[src/rtl/regfile_scoreboard.sv]
// Integer register file with per-register pending-write scoreboard (x0 hardwired to zero).
// Latency: reads, rbusy and dbg_data are combinational; writes, reservations and busy_cnt update on the clk edge.
// Backpressure: none; the hazard unit stalls decode using rbusy.
//
// Ports:
//   clk, rst_n            core clock, asynchronous active-low reset (clears all state)
//   raddr/rdata/rbusy     NRP packed read ports: address, data, outstanding-reservation flag
//   we/waddr/wdata        writeback port; a write also clears the target's reservation
//   rsv_valid/rsv_addr    decode reserves rd as pending-write
//   flush                 drops every reservation; a same-edge write still lands
//   busy_cnt              registered count of reserved registers
//   dbg_addr/dbg_data     debug read port, always from stored state
//
// Optional: define REGFILE_BYPASS_EN for write-to-read forwarding on the read ports.
module regfile_scoreboard #(
  parameter int XLEN  = 64,
  parameter int NREGS = 32,
  parameter int AW    = 5,
  parameter int NRP   = 2
) (
  input  logic                clk,
  input  logic                rst_n,
  input  logic [NRP*AW-1:0]   raddr,
  output logic [NRP*XLEN-1:0] rdata,
  output logic [NRP-1:0]      rbusy,
  input  logic                we,
  input  logic [AW-1:0]       waddr,
  input  logic [XLEN-1:0]     wdata,
  input  logic                rsv_valid,
  input  logic [AW-1:0]       rsv_addr,
  input  logic                flush,
  output logic [AW:0]         busy_cnt,
  input  logic [AW-1:0]       dbg_addr,
  output logic [XLEN-1:0]     dbg_data
);

  // Storage spans the full address space so any address indexes safely;
  // entries 0 and >= NREGS are never written and stay at their reset value of 0.
  localparam int DEPTH = 1 << AW;

  logic [XLEN-1:0] regs [DEPTH];
  logic [DEPTH-1:0] busy;
  logic [DEPTH-1:0] busy_nxt;
  logic [AW:0]      cnt_nxt;
  logic             wr_ok;
  logic             rsv_ok;

  function automatic logic valid_idx(input logic [AW-1:0] a);
    return (a != '0) && ({1'b0, a} < (AW+1)'(NREGS));
  endfunction

  assign wr_ok  = we && valid_idx(waddr);
  assign rsv_ok = rsv_valid && valid_idx(rsv_addr) && !flush;

  // Reservation is applied after the writeback clear so a new producer
  // wins over a same-edge writeback to the same register.
  always_comb begin
    busy_nxt = busy;
    if (flush) begin
      busy_nxt = '0;
    end else begin
      if (wr_ok)  busy_nxt[waddr]    = 1'b0;
      if (rsv_ok) busy_nxt[rsv_addr] = 1'b1;
    end
  end

  always_comb begin
    cnt_nxt = '0;
    for (int r = 0; r < DEPTH; r++) begin
      cnt_nxt = cnt_nxt + (AW+1)'(busy_nxt[r]);
    end
  end

  always_ff @(posedge clk or negedge rst_n) begin
    if (!rst_n) begin
      for (int r = 0; r < DEPTH; r++) begin
        regs[r] <= '0;
      end
    end else if (wr_ok) begin
      regs[waddr] <= wdata;
    end
  end

  always_ff @(posedge clk or negedge rst_n) begin
    if (!rst_n) begin
      busy     <= '0;
      busy_cnt <= '0;
    end else begin
      busy     <= busy_nxt;
      busy_cnt <= cnt_nxt;
    end
  end

  // rdata is the two's-complement register value; no sign handling is needed here.
  for (genvar i = 0; i < NRP; i++) begin : g_rd
    logic [AW-1:0] ra;
    assign ra = raddr[i*AW +: AW];
`ifdef REGFILE_BYPASS_EN
    // Forwarding is gated by rst_n so the ports read zero throughout reset.
    logic hit;
    assign hit = rst_n && wr_ok && (ra == waddr);
    assign rdata[i*XLEN +: XLEN] = hit ? wdata : regs[ra];
    assign rbusy[i] = hit ? (rsv_valid && (rsv_addr == waddr)) : busy[ra];
`else
    assign rdata[i*XLEN +: XLEN] = regs[ra];
    assign rbusy[i] = busy[ra];
`endif
  end

  assign dbg_data = regs[dbg_addr];

endmodule

[config.mk]
export PLATFORM = sky130hd
export DESIGN_NAME = regfile_scoreboard
export DESIGN_NICKNAME = d
export VERILOG_FILES = /design/src/rtl/regfile_scoreboard.sv
export SDC_FILE = /design/constraint.sdc
export NUM_CORES = 2
export LEC_CHECK = 0
export BUFFER_PORTS_ARGS = -buffer_cell sky130_fd_sc_hd__buf_2
export CAP_MARGIN = 20
export CELL_PAD_IN_SITES_DETAIL_PLACEMENT = 1
export CELL_PAD_IN_SITES_GLOBAL_PLACEMENT = 1
export CORE_ASPECT_RATIO = 1.2
export CORE_MARGIN = 10
export CORE_UTILIZATION = 35
export CTS_CLUSTER_DIAMETER = 200
export DETAILED_ROUTE_END_ITERATION = 6
export PLACE_DENSITY_LB_ADDON = 0.1
export SETUP_SLACK_MARGIN = 0.4
export SYNTH_ARGS = -nofsm -noshare
export SYNTH_HDL_FRONTEND = slang
export SYNTH_SLANG_ARGS = --single-unit
[constraint.sdc]
create_clock -name clk -period 12.44 [get_ports clk]
set_input_delay 0 -clock clk [delete_from_list [all_inputs] [get_ports clk]]
set_output_delay 0 -clock clk [all_outputs]
set_load 0.1 [all_outputs]
**Word level (Yosys, flattened, before mapping)**

Cells that the tools add are included.

- Add/sub/neg operators: 31
- Multiply operators: 0
- Divide/modulo/power cells: 0
- $lt $le $gt $ge: 11
- Eq/ne operators: 0
- Shifts and indexed selects: 0
- Muxes and demuxes: 24
- Bitwise operators: 7
- Reduce and logical (&&, ||, !) cells: 9

Operators by type and width:

| kind | count |
|---|---|
| $bwmux 2048 | 1 |
| $bmux 64 s5 | 3 |
| $mux 64 | 7 |
| $demux 64 s5 | 1 |
| $add 6x1->6 | 26 |
| $mux 32 | 4 |
| $and 32x32->32 | 1 |
| $not 32->32 | 1 |
| $or 32x32->32 | 1 |
| $ge 6x6->1 const B | 4 |
| $lt 5x6->1 const B | 4 |
| $not 5->6 | 4 |
| $bmux 1 s5 | 2 |
| $demux 1 s5 | 2 |
| $ge 5x1->1 const B | 2 |
| $reduce_bool 5->1 | 2 |
| $add 5x1->6 | 1 |
| $logic_and 1x1->1 | 6 |
| $lt 6x1->1 const B | 1 |
| $add 4x1->5 | 1 |
| $add 3x1->4 | 1 |
| $mux 1 | 4 |
| $add 2x1->3 | 1 |
| $add 1x1->2 | 1 |
| $logic_not 1->1 | 1 |

- Register bits after elaboration: 2086
- Latch bits: 0
- RAM bits: 0
- Memory bits (read-only): 0
- Word-level logic and storage cells: 116
- Memories: 0

**Logic depth before layout (Yosys ltp)**

- Depth after elaboration: 42
- Mapped depth: 23

**Worst setup path after synthesis**

Ideal clock, no wire load.

- Path kind: in2reg
- Start point: in waddr[0]
- End point: reg busy_cnt[4]
- Setup time: 123 ps
- Arrival time: 5124 ps
- Slack: 7194 ps
- Stages on the path: 22
- Buffers on the path: 4
- Cells stage by stage: buf_2 -> and3_1 -> buf_2 -> nor3b_2 -> buf_4 -> buf_4 -> o32ai_1 -> fa_1 -> inv_1 -> fa_1 -> fa_1 -> fa_1 -> fa_1 -> inv_1 -> fa_1 -> ha_1 -> inv_1 -> fa_1 -> inv_1 -> a21o_1 -> a21oi_1 -> xnor2_1

- Elaborated cells on any way between the ends: 45

RTL lines:

| element | line | source |
|---|---|---|
| start: declaration | 27 | `input logic [AW-1:0] waddr,` |
| $lt 5x6->1 (implied by the code) / $ge 5x1->1 (equally long branches) | 62 | `if (wr_ok) busy_nxt[waddr] = 1'b0;` |
| $logic_and 1x1->1 (implied by the code) | 62 |  |
| $mux 1 (implied by the code) | 62 |  |
| $demux 1 s5 | 62 |  |
| $not 32->32 (no line) | - |  |
| $and 32x32->32 (no line) | - |  |
| $mux 32 (*) | 62 |  |
| $mux 32 (*) | 59 | `if (flush) begin` |
| $or 32x32->32 (no line) | - |  |
| $mux 32 (*) | 63 | `if (rsv_ok) busy_nxt[rsv_addr] = 1'b1;` |
| $mux 32 (*) | 59 |  |
| via busy_nxt[15] | 43 | `logic [DEPTH-1:0] busy_nxt;` |
| $add 6x1->6 (*) (17 in a row) | 70 | `cnt_nxt = cnt_nxt + (AW+1)'(busy_nxt[r]);` |
| via cnt_nxt[4] | 44 | `logic [AW:0] cnt_nxt;` |
| end signal: assignment | 90 | `busy_cnt <= cnt_nxt;` |
| end: declaration | 32 | `output logic [AW:0] busy_cnt,` |

Mark *: on every way through the listed nets, which the timed path passes. The rest lies on a longest branch. The select of a mux whose other input is x is not followed.
A chain may end at the register's enable or synchronous reset.

**Final worst setup path**

- Start point: in waddr[2]
- End point: reg busy_cnt[4]

- Elaborated cells on any way between the ends: 45

RTL lines:

| element | line |
|---|---|
| $lt 5x6->1 (implied by the code) / $ge 5x1->1 (equally long branches) | 62 |
| $logic_and 1x1->1 (implied by the code) | 62 |
| $mux 1 (implied by the code) | 62 |
| $demux 1 s5 | 62 |
| $not 32->32 (no line) | - |
| $and 32x32->32 (no line) | - |
| $mux 32 (*) | 62 |
| $mux 32 (*) | 59 |
| $or 32x32->32 (no line) | - |
| $mux 32 (*) | 63 |
| $mux 32 (*) | 59 |
| via busy_nxt[5] | 43 |
| $add 5x1->6 (*) | 70 |
| $add 6x1->6 (*) (26 in a row) | 70 |
| via cnt_nxt[4] | 44 |

Marks and branches as above.

==> impl_results.md <==
- Root buffer cell: clkbuf_16
- GR Util met3: 6.89%
- Post-cts gate resize count: 0
- Post-synthesis sequential area ratio: 41.0%
- Grt met1 use: 43.9%
- Largest net degree at the start of global routing: 167
- PwrDens: 165 mW/mm2
- Reg area: 0.0522 mm2
- Dominant cells by area after synthesis: dfrtp_1 (41%), mux2_2 (17%), mux4_2 (16%), mux2i_1 (11%), a22oi_1 (5.5%)
- Number of flops mapped to enable cells by yosys: 0
- Slew margin rel.: 14.6%
- Reg2reg path depth: 17
- First-pass GRT wire length: 916 mm
- Final TNS setup: 0 ns
- Hold Vio Cnt, Final: 0
- FF+latch count, synth: 2,086
- Yosys warns: 0
- Num rows: 242
- Final Max Tran Viols: 0
- Area of the multi-input gates: 0.0702 mm2
- Crit path kind: in -> reg
- Most common cell in the synthesized netlist: dfrtp_1
- Max Cap Violations: 0
- Sequential Power Share: 40.5%
- Int Pwr: 15,200 uW
- Compound-Gate Fraction of Synth Area: 6.75%
- Fraction of power spent switching nets: 35.1%
- Worst slew pin tran: 1.28 ns
- Largest family of logic cells by synthesized area: multiplexers
- Iteration-0 DRC Markers: 11,900
- Fill count: 37,100
- Max FO, Critical Path: 10
- Required @ worst endpoint: 13.31 ns
- CTS clk-pin slew, worst paths: 0.07 ns
- Mapped Area: 0.127 mm2
- H-tree depth: 4
- Gr usage total: 33.8%
- DRC viols: 0
- Switching Power: 8220 uW
- Synth unique cells: 53
- CP startpoint: waddr[2]
- Minimum clock period: 6.28 ns
- Worst-Skew Late Latency: 0.99 ns
- DR vias: 99,200
- Hold Crit Start: rsv_addr[1]
- Synth Area in Adders: 0.446%
- Multiplexer share of the synthesized area: 43.2%
- Maximum VDD drop: 0.121 mV
- Syn_area_per_cell: 13.2 um2
- Synth top area share: 41.0%
- Synth area leader: dfrtp_1
- WL per Instance: 46.9 um
- Area grow syn2layout: 11.6%
- GR peak layer: met2
- Tcrit/Tclk final: 50.5%
- Layout Nets: 9,589
- Num CTS Buffers: 244
- Core ar.: 0.362 mm2
- FMAX: 159 MHz
- Iteration count of the initial detailed-routing pass: 5
- Via density: 6.86
- Final GP Congestion: 0.870
- Worst hold path class: in -> reg
- Syn_nets: 9,756
- Count of clock tree sinks: 2,086
- Die W: 571 um
- Crit path capture type: register
- Vias in the first global route: 102,000
- Reg-to-reg critical path startpoint: busy[13]
- Ys flop type: dfrtp_1
- Final std cells w/o fill: 14,500
- Comb power frac: 26.6%
- Count of final setup violators: 0
- Status: complete, no violations
- Clock Path Buffers: 4
- Static Leak: 0.0620 uW
- Met2 usage: 52.4%
- Detail Route Antenna Nets: 0
- Post-Place Cells: 13,900
- Async set-reset flop share out of synthesis: 100%
- Initial Utilization: 35.2%
- PortBufs: 293
- Initial antenna violation count: 101
- Max Clock Skew: 0.00448 ns
- Hold Path Stages: 4
- Chip height: 681 um
- Io pins: 294
- Simple-Gate Fraction of Synth Area: 4.06%
- Total grt overflow: 0
- DP HPWL: 410 mm
- CTS tree: yes
- RSZ-0062 raised after global routing: false
- CP arrival: 7.16 ns
- Commonest cells in the netlist: dfrtp_1 (2,086), mux2_2 (1,918), mux2i_1 (1,341)
- Share of cells above drive strength 1: 40.6%
- Cells after synthesis: 9,631
- CP Launch Type: primary input
- Clock power frac: 32.9%
- Xor-xnor portion of the synthesized cell area: 0.0206%
- Die area: 0.389 mm2
- Final WL: 679 mm
==> per-layer routing <==
metal / part of all wire (%) / routed length, um / vias to the layer above
met5: 0.048 / 328 / -
met4: 6.7 / 45800 / 48
met3: 7.8 / 52700 / 1594
met2: 45 / 307000 / 5410
met1: 40 / 272000 / 55100
li1: - / - / 37100
==> worst max-delay path: stages <==
cell           delay (ns)
dlygate4sd3_1        0.55
buf_2                0.23
nor2b_1              0.49
dlygate4sd3_1        0.65
nand3b_1             0.14
dlygate4sd3_1        0.64
nand3_1              0.10
o21ai_0              0.13
fa_1                 0.52
inv_1                0.06
fa_1                 0.48
fa_1                 0.54
fa_1                 0.46
fa_1                 0.51
inv_1                0.05
fa_1                 0.48
ha_1                 0.17
inv_1                0.06
fa_1                 0.47
inv_1                0.10
a21o_1               0.12
a21oi_1              0.07
xnor2_1              0.13
==> per-stage QoR <==
| step | utilization, % | hold WS (ns) | setup slack (ns) | instance area [um2] | total power [uW] |
|---|---|---|---|---|---|
| floorplan | - | -0.296 | 7.19 | 127000 | 13600 |
| global placement | 36.6 | 0.0927 | 6.09 | 133000 | 15500 |
| detailed placement | 36.6 | 0.0948 | 6.17 | 133000 | 15700 |
| CTS | 39.2 | 0.0122 | 6.21 | 142000 | 23400 |
| global route | 39.2 | 0.103 | 5.84 | 142000 | 24200 |
| finish | 39.3 | 0.0701 | 6.16 | 142000 | 23400 |
==> worst paths after layout <==
kind / slack, ns / end
setup / recovery: 6.16 / busy_cnt[4]
hold / removal: 0.07 / busy[7]
setup reg to reg: 7.22 / busy_cnt[4]
hold reg to reg: 0.42 / regs[2044]
max in group asynchronous: 9.42 / regs[1509]
min in group asynchronous: 0.41 / regs[1785]
==> sequential cells by signal, indices dropped and copies added, names as in the netlist <==
| name | flops |
|---|---|
| busy | 32 |
| busy_cnt | 6 |
| regs | 2048 |
==> cell type report <==
cell class / instances / share of cell area [%]
Multi-Input combinational cell: 6396 / 49.4
Sequential cell: 2086 / 36.7
Clock buffer: 352 / 5.03
Tap cell: 4758 / 4.19
Timing Repair Buffer: 704 / 3.72
Clock inverter: 96 / 0.798
Antenna cell: 53 / 0.0933
Inverter: 32 / 0.0845
==> power groups by stage <==
stage	sequential, uW	clock (uW)	combinational, uW
6_report	9480	7710	6240
5_1_grt	9620	8070	6520
4_1_cts	9410	7810	6210
3_5_place_dp	9520	0	6150
3_3_place_gp	9420	0	6050
2_1_floorplan	8990	0	4570
==> what timing repair did <==
item / in CTS / in global routing
setup buffers: 0 / 0
hold endpoints to repair: 2674 / 0
hold buffers: 115 / 0
==> cells by family after synthesis <==
family,Yosys count
AOI/OAI and AO/OA,1183
muxes,4151
buffers and inverters,1149
xor gates and xnor gates,3
DFF,2086
and+or+nand+nor,1028
adders and majority gates,31
==> cells in the final DEF (no fill, tap or decap), types with 101 or more instances in the layout <==
master         instances
clkbuf_16            247
nand2_1              320
dlygate4sd3_1        114
buf_4                272
a21oi_1              101
mux2i_1             1341
dfrtp_1             2086
nand4_1              155
mux2_2              1918
a22oi_1              933
buf_2                282
nand3_1              331
mux4_2               889
No activity file was read; power rests on OpenSTA's default activity.
